==> src/rtl/uart_fifo_tx_if.sv <==
// Handshake between the UART transmitter and the FIFO read port it drains.
interface uart_fifo_tx_if #(
    parameter int unsigned DW = 7
);
    logic          empty;
    logic [DW:0]   rd_data;
    logic          tx;
    logic          busy;
    logic          transmit_complete;

    // FIFO / environment side
    modport master (
        output empty,
        output rd_data,
        input  tx,
        input  busy,
        input  transmit_complete
    );

    // Transmitter side
    modport slave (
        input  empty,
        input  rd_data,
        output tx,
        output busy,
        output transmit_complete
    );
endinterface

==> src/rtl/uart_fifo_tx.sv <==
// UART transmitter fed from a FIFO read port: latches the head word, sends one frame,
// and pops the FIFO on the final cycle of the stop bit.
module uart_fifo_tx #(
    parameter int unsigned DW           = 7,
    parameter int unsigned CLKS_PER_BIT = 5208,
    parameter int unsigned PARITY_EN    = 0
) (
    input  logic           clk,
    input  logic           reset,
    uart_fifo_tx_if.slave  bus
);
    localparam int unsigned W      = DW + 1;
    localparam int unsigned BAUD_W = $clog2(CLKS_PER_BIT);
    localparam int unsigned BIT_W  = (DW > 0) ? $clog2(DW + 1) : 1;

    localparam logic [BAUD_W-1:0] BAUD_LAST = BAUD_W'(CLKS_PER_BIT - 1);
    localparam logic [BIT_W-1:0]  BIT_LAST  = BIT_W'(DW);

    localparam logic [2:0] ST_IDLE   = 3'd0;
    localparam logic [2:0] ST_START  = 3'd1;
    localparam logic [2:0] ST_DATA   = 3'd2;
    localparam logic [2:0] ST_PARITY = 3'd3;
    localparam logic [2:0] ST_STOP   = 3'd4;

    logic [2:0]        state_q, state_d;
    logic [BAUD_W-1:0] baud_q, baud_d;
    logic [BIT_W-1:0]  bit_q, bit_d;
    logic [W-1:0]      shreg_q, shreg_d;
    logic              par_q, par_d;
    logic              tx_q, tx_d;
    logic              busy_q, busy_d;
    logic              tc_q, tc_d;
    logic              bit_end;

    // State and output registers; outputs are precomputed from the next state
    always_ff @(posedge clk or posedge reset) begin
        if (reset) begin
            state_q <= ST_IDLE;
            baud_q  <= '0;
            bit_q   <= '0;
            shreg_q <= '0;
            par_q   <= 1'b0;
            tx_q    <= 1'b1;
            busy_q  <= 1'b0;
            tc_q    <= 1'b0;
        end else begin
            state_q <= state_d;
            baud_q  <= baud_d;
            bit_q   <= bit_d;
            shreg_q <= shreg_d;
            par_q   <= par_d;
            tx_q    <= tx_d;
            busy_q  <= busy_d;
            tc_q    <= tc_d;
        end
    end

    // Next-state, datapath and registered-output precompute
    always_comb begin
        state_d = state_q;
        baud_d  = baud_q;
        bit_d   = bit_q;
        shreg_d = shreg_q;
        par_d   = par_q;
        tx_d    = 1'b1;
        busy_d  = 1'b0;
        tc_d    = 1'b0;
        bit_end = (baud_q == BAUD_LAST);

        case (state_q)
            ST_IDLE: begin
                if (!bus.empty) begin
                    shreg_d = bus.rd_data;
                    par_d   = ^bus.rd_data;
                    baud_d  = '0;
                    bit_d   = '0;
                    state_d = ST_START;
                end
            end
            ST_START: begin
                if (bit_end) begin
                    baud_d  = '0;
                    state_d = ST_DATA;
                end else begin
                    baud_d = baud_q + BAUD_W'(1);
                end
            end
            ST_DATA: begin
                if (bit_end) begin
                    baud_d  = '0;
                    shreg_d = shreg_q >> 1;
                    if (bit_q == BIT_LAST) begin
                        bit_d   = '0;
                        state_d = (PARITY_EN != 0) ? ST_PARITY : ST_STOP;
                    end else begin
                        bit_d = bit_q + BIT_W'(1);
                    end
                end else begin
                    baud_d = baud_q + BAUD_W'(1);
                end
            end
            ST_PARITY: begin
                if (bit_end) begin
                    baud_d  = '0;
                    state_d = ST_STOP;
                end else begin
                    baud_d = baud_q + BAUD_W'(1);
                end
            end
            ST_STOP: begin
                if (bit_end) begin
                    baud_d  = '0;
                    state_d = ST_IDLE;
                end else begin
                    baud_d = baud_q + BAUD_W'(1);
                end
            end
            default: begin
                baud_d  = '0;
                bit_d   = '0;
                state_d = ST_IDLE;
            end
        endcase

        case (state_d)
            ST_START:  tx_d = 1'b0;
            ST_DATA:   tx_d = shreg_d[0];
            ST_PARITY: tx_d = par_d;
            default:   tx_d = 1'b1;
        endcase
        busy_d = (state_d != ST_IDLE);
        // Pop strobe lands on the last cycle of the stop bit
        tc_d   = (state_d == ST_STOP) && (baud_d == BAUD_LAST);
    end

    assign bus.tx                = tx_q;
    assign bus.busy              = busy_q;
    assign bus.transmit_complete = tc_q;
endmodule

==> src/flat_wrapper.sv <==
// flat-port wrapper written by rule: the top's interface ports become plain ports
module uart_fifo_tx_flat 
#(
    parameter int unsigned DW           = 7,
    parameter int unsigned CLKS_PER_BIT = 5208,
    parameter int unsigned PARITY_EN    = 0
)
  (clk, reset, bus_empty, bus_rd_data, bus_tx, bus_busy, bus_transmit_complete);
  uart_fifo_tx_if #(.DW(DW)) bus_i ();
  input  logic clk;
  input  logic reset;
  input wire logic [$bits(bus_i.empty)-1:0] bus_empty;
  input wire logic [$bits(bus_i.rd_data)-1:0] bus_rd_data;
  output wire logic [$bits(bus_i.tx)-1:0] bus_tx;
  output wire logic [$bits(bus_i.busy)-1:0] bus_busy;
  output wire logic [$bits(bus_i.transmit_complete)-1:0] bus_transmit_complete;
  assign bus_i.empty = bus_empty;
  assign bus_i.rd_data = bus_rd_data;
  assign bus_tx = bus_i.tx;
  assign bus_busy = bus_i.busy;
  assign bus_transmit_complete = bus_i.transmit_complete;
  uart_fifo_tx #(.DW(DW), .CLKS_PER_BIT(CLKS_PER_BIT), .PARITY_EN(PARITY_EN)) u_core (.clk(clk), .reset(reset), .bus(bus_i));
endmodule
==> config.mk <==
export PLATFORM = sky130hd
export DESIGN_NAME = uart_fifo_tx_flat
export DESIGN_NICKNAME = d
export VERILOG_FILES = /design/src/rtl/uart_fifo_tx_if.sv /design/src/rtl/uart_fifo_tx.sv /design/src/flat_wrapper.sv
export SDC_FILE = /design/constraint.sdc
export NUM_CORES = 1
export LEC_CHECK = 0
export CAP_MARGIN = 20
export CORE_MARGIN = 1.5
export CORE_UTILIZATION = 45
export CTS_CLUSTER_DIAMETER = 50
export DETAILED_ROUTE_END_ITERATION = 10
export GPL_ROUTABILITY_DRIVEN = 1
export PLACE_DENSITY_LB_ADDON = 0.2
export RECOVER_POWER = 100
export SLEW_MARGIN = 20
export SYNTH_ARGS = -nofsm -noshare
export SYNTH_HDL_FRONTEND = slang
export SYNTH_SLANG_ARGS = --single-unit
==> constraint.sdc <==
create_clock -name clk -period 2.9 [get_ports clk]
set_clock_uncertainty 0.15 [all_clocks]
set_input_delay 0.435 -clock clk [delete_from_list [all_inputs] [get_ports clk]]
set_output_delay 0.435 -clock clk [all_outputs]
set_load 0.01 [all_outputs]
## Word-level counts from Yosys, hierarchy flattened

Cells that the tools add are included.

- Add/sub/neg operators: 2
- Equal/unequal tests: 13
- Mux-type cells: 20
- Bitwise logic cells: 1
- Reductions and logical operators: 9

Operators with widths:

| kind | number |
|---|---|
| $mux 3 | 9 |
| $eq 13x13->1 const B | 2 |
| $mux 13 | 2 |
| $pmux 13 s2 | 1 |
| $mux 8 | 2 |
| $pmux 8 s2 | 1 |
| $pmux 3 s5 | 1 |
| $add 13x1->13 const B | 1 |
| $eq 3x2->1 const B | 4 |
| $eq 3x3->1 const B | 3 |
| $pmux 3 s3 | 1 |
| $reduce_xor 8->1 | 1 |
| $eq 3x1->1 const B | 2 |
| $reduce_and 3->1 | 2 |
| $reduce_or 4->1 | 1 |
| $add 3x1->3 const B | 1 |
| $logic_not 3->1 | 1 |
| $pmux 1 s3 | 1 |
| $reduce_bool 3->1 | 1 |
| $reduce_or 3->1 | 1 |
| $mux 1 | 2 |
| $ne 2x1->1 const B | 1 |
| $ne 2x2->1 const B | 1 |
| $reduce_bool 2->1 | 1 |
| 2 further kinds | 2 |

- Register bits after elaboration: 31
- Bits of input ports: 11
- Output and inout port bits: 3

## Depth between registers and ports, before layout

Gate-level depths: netlist (run 1).

- Depth in word-level cells: 6
- Gate-level depth with buffers: 9
- Gate-level depth less buffers: 8

## Least setup slack after synthesis (run 1)

OpenSTA, ideal clock, no wires.

- Path kind: reg2reg
- Start: reg u_core.baud_q[0]
- End: reg u_core.tc_q, in the netlist u_core.bus.transmit_complete
- Library setup time: 96 ps
- Arrival: 2385 ps
- Slack: 269 ps
- Stages on the path, launching flop included: 10
- Path buffers: 2
- Period minus slack after synthesis: 2631 ps
- Cell sequence: dfrtp_1 ha_1 buf_2 and4b_4 and3_1 buf_6 a22o_4 or2_0 or4_1 nor4_2

- Word-level cells in the longest chain between the ends: 5
- Elaborated cells between the ends (all ways): 13
- Those cells by class: add/sub (1); eq/ne (3); mux (8); reduce/logical (1)

RTL lines:

| what | line | source |
|---|---|---|
| start, declared | uart_fifo_tx.sv:26 | `logic [BAUD_W-1:0] baud_q, baud_d;` |
| start signal, assigned | uart_fifo_tx.sv:48 | `baud_q <= baud_d;` |
| $eq 13x13->1 * | uart_fifo_tx.sv:68 | `bit_end = (baud_q == BAUD_LAST);` |
| $mux 3, on equally long branches | -- |  |
| $pmux 3 s5 * | uart_fifo_tx.sv:70 | `case (state_q)` |
| via u_core.state_d[1] | uart_fifo_tx.sv:25 | `logic [2:0] state_q, state_d;` |
| $eq 3x3->1 * | uart_fifo_tx.sv:133 | `tc_d = (state_d == ST_STOP) && (baud_d == BAUD_LAST);` |
| $logic_and 1x1->1 * | uart_fifo_tx.sv:133 |  |
| via u_core.tc_d | uart_fifo_tx.sv:32 | `logic tc_q, tc_d;` |
| end signal, assigned | uart_fifo_tx.sv:54 | `tc_q <= tc_d;` |
| end, declared | uart_fifo_tx.sv:32 |  |

The timed path passes the listed nets; every way through them passes the cells marked *.
A chain may end at the register's enable or synchronous reset.

## Worst setup path after layout (run 1)

Same ends and word-level chain as after synthesis.

==> results.md, run 1 <==
- Wire length of the first global-routing pass: around 7 mm
- Hold-fix buffers, CTS: 0
- Number of CTS-inserted buffers: 5
- Die Y: between 60 and 70 um
- I/O Pins: 14
- Routed Antenna Nets: 0
- Routed wl met3: about 200 um
- Top Layer Used: met4
- Die area: roughly 4500 um2
- Gpl congestion: 0.912
- Fmax achieved: 366 MHz
- Number of remaining DRC errors: 0
- Syn Area/Cell: 8.82 um2
- Initial antenna violation count: 0
- Starting DRT DRC Count: 120
- Core Box Area: ~4000 um2
- IO Port Bufs: 13
- Worst slew pin tran: 0.552 ns
- Unique masters post-synth: 47
- Pre-antenna DRT Iters: 4
- Core Util, Final: a little over half
- Power Density: about 390 nW/um2
- Final net count: between 200 and 250
- Max cap viols: 0
- Worst-path maximum fanout: 8
- Final Critical Period: 2.73 ns
- Number of diodes: 0
- Synth Cell Area: about 1800 um2
- Crit-path slowest cell: or4_1
- CTS H-tree lvls: 2
- Final count of hold timing violations: 0
- Fillers: roughly 380
- Critical path type: reg2reg
- Top FF cell, synth: dfrtp_1
- Synth warn: 0
- Sequential cell area: 777 um2
- Clock Tree Buf Depth: 2
- Layout area overhead: 14.0%
- RSZ-0062 raised after global routing: no
- Synth top area cells: dfrtp_1 41%, nand2_1 7.8%, o21ai_0 4.4%, xnor2_1 3.8%, nor2_1 3.1%
- Worst-Skew Late Latency: roughly 0.28 ns
- Area of the multi-input gates: 973 um2
- Rel. slew slack: a little over three fifths
- Top cell type by total area after synthesis: dfrtp_1
- CTS tree: done
- Worst-path clk slew: ~0.060 ns
- Worst vdd ir: 0.277 mV
- Post-synthesis sequential area ratio: a little over two fifths
- Final WL: slightly above 4 mm
- Worst Hold Class: reg2reg
- Initial core utilization: between 40% and 50%
- Setup-failing EPs final: 0
- Layout cells sized above 1: about 6.6%
- Via-to-Cell Ratio: ~5.7
- Max-slew violation count: 0
- Die X-Extent: roughly 67 um
- Pin count of the biggest net entering global routing: 15
- Row Count: 23
- Tcrit/Tclk final: between 90% and 100%
- Top-area cell type share of the netlist area: just over 40%
- CP Launch Type: flop
- Post-DP HPWL: 3.03 mm
- Critical path endpoint category: flop
- Sum of negative setup slack: 0 ns
- DR WL met2: about 2.0 mm
- Synthesized instance count: about 210
- Synthesized flop and latch total: 31
- CP required: just under 3 ns
- Worst Path Arrival: ~2.8 ns
- Outcome: finished, final reports clean
- Clk root buf: clkbuf_8
- Syn_nets: 222
- Post-synth ARST share: between 90% and 100%
- Metal-1 WL: approximately 1.8 mm
- GRT Total Usage: a little over a fifth
- Worst-path cell chain: ha_1 > and4b_4 > and3_1 > mux2i_1 > nand3_1 > or4_1 > nor4_2
- Vias in the first global route: 1,496
- CP max stage delay: about 0.52 ns
- Total leakage power: ~0.84 nW
- Number of buffers and inverters on the critical path: 0
- Post-synth EDFFs: 0
- Via Count: 1,572
- Setup Fix Bufs, Post-CTS: 0
- Remaining Overflow, GRT: 0
- Delay-heaviest family, CP: simple AND/OR/NAND/NOR gates
- # resized after CTS: 0
- CTS sink count: 31
- Routed wire length per instance: approximately 15 um
## layout by cell type, fill, tap and decap left out, types with 3 or more instances in the layout
| cell type | netlist | routed |
|---|---|---|
| nand2_1 | 38 | 38 |
| dfrtp_1 | 30 | 30 |
| o21ai_0 | 16 | 18 |
| nor2_1 | 15 | 15 |
| nand3_1 | 11 | 11 |
| clkbuf_1 | 5 | 9 |
| xnor2_1 | 8 | 8 |
| clkdlybuf4s50_1 | 0 | 8 |
| a31oi_1 | 7 | 7 |
| a22oi_1 | 6 | 6 |
| inv_1 | 5 | 5 |
| or3_1 | 5 | 5 |
| o31ai_1 | 5 | 5 |
| clkbuf_8 | 0 | 5 |
| dlygate4sd3_1 | 0 | 5 |
| a21oi_1 | 4 | 4 |
| nand4_1 | 4 | 4 |
| and3_1 | 3 | 3 |
| ha_1 | 3 | 3 |
| buf_4 | 0 | 3 |
## power by group
part	switching [mW]	leakage [nW]	internal (mW)	total [mW]
combinational	0.0245	0.415	0.0273	0.0518
clock	0.155	0.0422	0.168	0.323
sequential	0.00361	0.381	0.441	0.444
## per-layer routing
metal	GRT usage (%)	vias to the layer above
met5	0	-
met4	7.91	0
met3	5.24	4
met2	35.5	41
met1	26.3	745
li1	-	782
## per-stage QoR
| stage | setup WS [ns] | total power [mW] | instance area, um2 | instances | hold slack [ns] |
|---|---|---|---|---|---|
| 3_5_place_dp | 0.163 | 0.507 | 2040 | 269 | 0.313 |
| 2_1_floorplan | 0.269 | 0.482 | 1840 | 208 | 0.296 |
| 5_1_grt | 0.00656 | 0.853 | 2090 | 277 | 0.352 |
| 3_3_place_gp | 0.266 | 0.506 | 2040 | 269 | 0.310 |
| 4_1_cts | 0.135 | 0.833 | 2120 | 277 | 0.329 |
| 6_report | 0.165 | 0.819 | 2090 | 277 | 0.323 |
## registers in the layout, summed over array words and instances, names as in the netlist
name and count:
u_core.bus.busy 1, u_core.bit_q 3, u_core.par_q 1, u_core.state_q 3
u_core.shreg_q 8, u_core.bus.tx 1, u_core.baud_q 13, u_core.bus.transmit_complete 1
## synthesized netlist by cell type (3+ instances only)
master     n
nand4_1    4
clkbuf_1   5
dfrtp_1   30
nor2_1    15
xnor2_1    8
nand3_1   11
inv_1      5
a21oi_1    4
or3_1      5
nand2_1   38
o21ai_0   16
ha_1       3
o21ai_1    3
a31oi_1    7
buf_2      5
o31ai_1    5
a22oi_1    6
and3_1     3
## logic make-up (layout without fill, tap and decap cells)
| logic type | Yosys count | in the layout | share of synthesized area [%] |
|---|---|---|---|
| compound gates | 51 | 51 | 18.1 |
| xor+xnor | 9 | 9 | 4.29 |
| fa+ha+maj | 3 | 3 | 2.05 |
| buf+inv | 17 | 36 | 4.64 |
| flops | 31 | 31 | 42.3 |
| mux | 2 | 2 | 1.09 |
| simple gates | 95 | 95 | 27.5 |
## tightest hold or removal path, cell delays in order, from the launching register on
cell and delay (ns):
dfrtp_1 0.34, nand2_1 0.05, nand2_1 0.06
## area by class of cell
cell class              count  share of cell area (%)
flip-flops and latches     31                    37.1
clock inverters             1                   0.239
multi-input cells         160                    46.5
inverters                   5                   0.897
well taps                  50                    2.99
clock buffers               7                    3.65
repair buffers             23                    8.55
## final timing paths
check	from	to	slack [ns]	cells past startpoint
min in group asynchronous	reset	u_core.baud_q[3]	0.48	2
setup reg to reg	u_core.baud_q[0]	u_core.bus.transmit_complete	0.17	7
max in group asynchronous	reset	u_core.bus.tx	1.26	3
hold / removal	u_core.shreg_q[1]	u_core.shreg_q[1]	0.32	2
setup / recovery	u_core.baud_q[0]	u_core.bus.transmit_complete	0.17	7
hold reg to reg	u_core.shreg_q[1]	u_core.shreg_q[1]	0.32	2
Note: power is estimated with default switching activity, not from simulation.
==> run 2, diff against run 1 <==
Settings changed: CORE_UTILIZATION 45 to 43, SKIP_CTS_REPAIR_TIMING from default to 1.
==> results.md, run 2 (same netlist as run 1, synthesis figures left out) <==
- Outcome: finished, final reports clean (unchanged)
- IO Port Bufs: 13 (unchanged)
- Final Critical Period: 2.70 ns (was 2.73 ns)
- Most frequent cells in the layout: 38 x nand2_1, 30 x dfrtp_1, 18 x o21ai_0, 15 x nor2_1, 11 x nand3_1 (unchanged)
- Biggest regs: u_core.baud_q (13), u_core.shreg_q (8) (unchanged)
- Worst-Skew Late Latency: 0.29 ns (was 0.28 ns)
- Clock Tree Buf Depth: 2 (unchanged)
- Number of CTS-inserted buffers: 5 (unchanged)
- Number of flip-flops in the largest register: 13 (unchanged)
- Final WL: 4.13 mm (was 4.05 mm)
- Fmax achieved: 370 MHz (was 366 MHz)
- Pin count of the biggest net entering global routing: 19 (was 15)
- Starting DRT DRC Count: 161 (was 120)
- CTS tree: done (unchanged)
- Worst Path Arrival: 2.76 ns (was 2.77 ns)
- Pre-antenna DRT Iters: 5 (was 4)
- Die area: 4670 um2 (was 4470 um2)
- Setup-failing EPs final: 0 (unchanged)
- Max-slew violation count: 0 (unchanged)
- Initial antenna violation count: 0 (unchanged)
- Post-DP HPWL: 3.03 mm (about the same)
- CP max stage delay: 0.52 ns (about the same)
- Worst-path clk slew: 0.07 ns (was 0.06 ns)
- Commonest non-fill, non-tap cell in the layout: nand2_1 (unchanged)
- Final count of hold timing violations: 0 (unchanged)
- Crit-path slowest cell: or4_1 (unchanged)
- Final net count: 237 (was 240)
- Row Count: 23 (unchanged)
- Routed wire length per instance: 15.1 um (was 14.6 um)
- Critical path endpoint category: flop (unchanged)
- Tcrit/Tclk final: 93.2% (was 94.3%)
- Number of diodes: 0 (unchanged)
- Initial core utilization: 45.2% (was 46.2%)
- Gpl congestion: 0.881 (was 0.912)
- Layout cells sized above 1: 7.14% (was 6.61%)
- Core Util, Final: 51.7% (was 52.7%)
- Top reg by flops: u_core.baud_q (unchanged)
- Via Count: 1,634 (was 1,572)
- Die Y: 68.3 um (was 66.9 um)
- Rel. slew slack: 47.2% (was 63.2%)
- Critical path type: reg2reg (unchanged)
- CTS sink count: 31 (unchanged)
- Sw Share: 22.7% (was 22.4%)
- GRT Total Usage: 20.2% (was 21.2%)
- Number of remaining DRC errors: 0 (unchanged)
- Worst-path maximum fanout: 8 (unchanged)
- Sw power: 0.201 mW (was 0.183 mW)
- CTS H-tree lvls: 2 (unchanged)
- Seq pwr share: 50.2% (was 54.2%)
- Fillers: 370 (was 384)
- Die X-Extent: 68.3 um (was 66.9 um)
- Clock power share: 43.9% (was 39.4%)
- Wire length of the first global-routing pass: 6.67 mm (was 7.00 mm)
- Max cap viols: 0 (unchanged)
- Worst Hold Class: reg2reg (unchanged)
- RSZ-0062 raised after global routing: no (unchanged)
- Delay-heaviest family, CP: simple AND/OR/NAND/NOR gates (unchanged)
- Worst-path cell chain: nor4b_4 > and3_1 > mux2i_1 > nand3_1 > or4_1 > nor4_2 (was ha_1 > and4b_4 > and3_1 > mux2i_1 > nand3_1 > or4_1 > nor4_2)
- Logic pwr share: 5.9% (was 6.3%)
- Core Box Area: 4060 um2 (was 3970 um2)
- Vias in the first global route: 1,451 (was 1,496)
- Routed Antenna Nets: 0 (unchanged)
- I/O Pins: 14 (unchanged)
- Via-to-Cell Ratio: 5.96 (was 5.68)
- Remaining Overflow, GRT: 0 (unchanged)
- Clk root buf: clkbuf_8 (unchanged)
- CP required: 2.95 ns (was 2.93 ns)
- Worst slew pin tran: 0.792 ns (was 0.552 ns)
- CP Launch Type: flop (unchanged)
- Number of buffers and inverters on the critical path: 0 (unchanged)
- Internal power: 0.683 mW (was 0.636 mW)
- Worst vdd ir: 0.276 mV (was 0.277 mV)
- Power Density: 421 nW/um2 (was 392 nW/um2)
- Sum of negative setup slack: 0 ns (unchanged)
- Layout area overhead: 14.4% (was 14.0%)
- Total leakage power: 0.840 nW (was 0.839 nW)
-- run 2: cell count changes in the layout (fill, tap and decap cells not counted), sizes merged --
cell      delta
buf          -1
clkbuf       -2
clkinv       -1
clkinvlp     +1
-- run 2: worst reg2reg max path, delay by kind of cell, from the launching register on --
family           cells  cell delay (ns)
AND/OR/NAND/NOR      5             1.63
flip-flops           1             0.49
multiplexers         1             0.35
-- run 2: path summary, 6_finish.rpt --
check	startpoint	end	slack (ns)	cells past startpoint
max	u_core.baud_q[5]	u_core.bus.transmit_complete	0.20	6
min	u_core.shreg_q[0]	u_core.shreg_q[0]	0.34	1
max reg2reg	u_core.baud_q[5]	u_core.bus.transmit_complete	0.20	6
min reg2reg	u_core.shreg_q[0]	u_core.shreg_q[0]	0.34	1
max in group asynchronous	reset	u_core.baud_q[7]	0.92	3
min in group asynchronous	reset	u_core.state_q[1]	0.53	2
-- run 2: per-stage QoR --
stage	cells	hold WS (ns)	setup slack [ns]	total power [mW]	cell area, um2
4_1_cts	274	0.342	0.222	0.891	2120
6_report	274	0.338	0.196	0.884	2100
5_1_grt	274	0.367	0.0625	0.926	2100
3_3_place_gp	266	0.313	0.318	0.505	2010
2_1_floorplan	208	0.296	0.269	0.482	1840
3_5_place_dp	266	0.325	0.234	0.506	2010
-- run 2: routing by layer --
metal / GRT usage, % / share of wire [%] / vias to the layer above
met4: 9.25 / 2.3 / 0
met5: 0 / 0 / -
met1: 24.5 / 42 / 784
met3: 5.92 / 5.9 / 8
met2: 33.1 / 50 / 61
li1: - / - / 781
-- run 2: power groups by stage --
| stage | registers, mW | logic, mW | clock network [mW] |
|---|---|---|---|
| floorplan | 0.451 | 0.0307 | 0 |
| global placement | 0.452 | 0.0528 | 0 |
| detailed placement | 0.452 | 0.0542 | 0 |
| CTS | 0.444 | 0.0544 | 0.393 |
| global route | 0.445 | 0.0585 | 0.423 |
| finish | 0.444 | 0.0519 | 0.388 |
-- run 2: area by class of cell --
type | count | area [um2] | share of cell area [%]
Clock buffer | 7 | 96.3 | 4.59
Inverter | 5 | 18.8 | 0.894
Multi-Input combinational cell | 160 | 973 | 46.4
Timing Repair Buffer | 20 | 164 | 7.81
Clock inverter | 1 | 7.51 | 0.358
Tap cell | 50 | 62.6 | 2.98
Sequential cell | 31 | 777 | 37.0
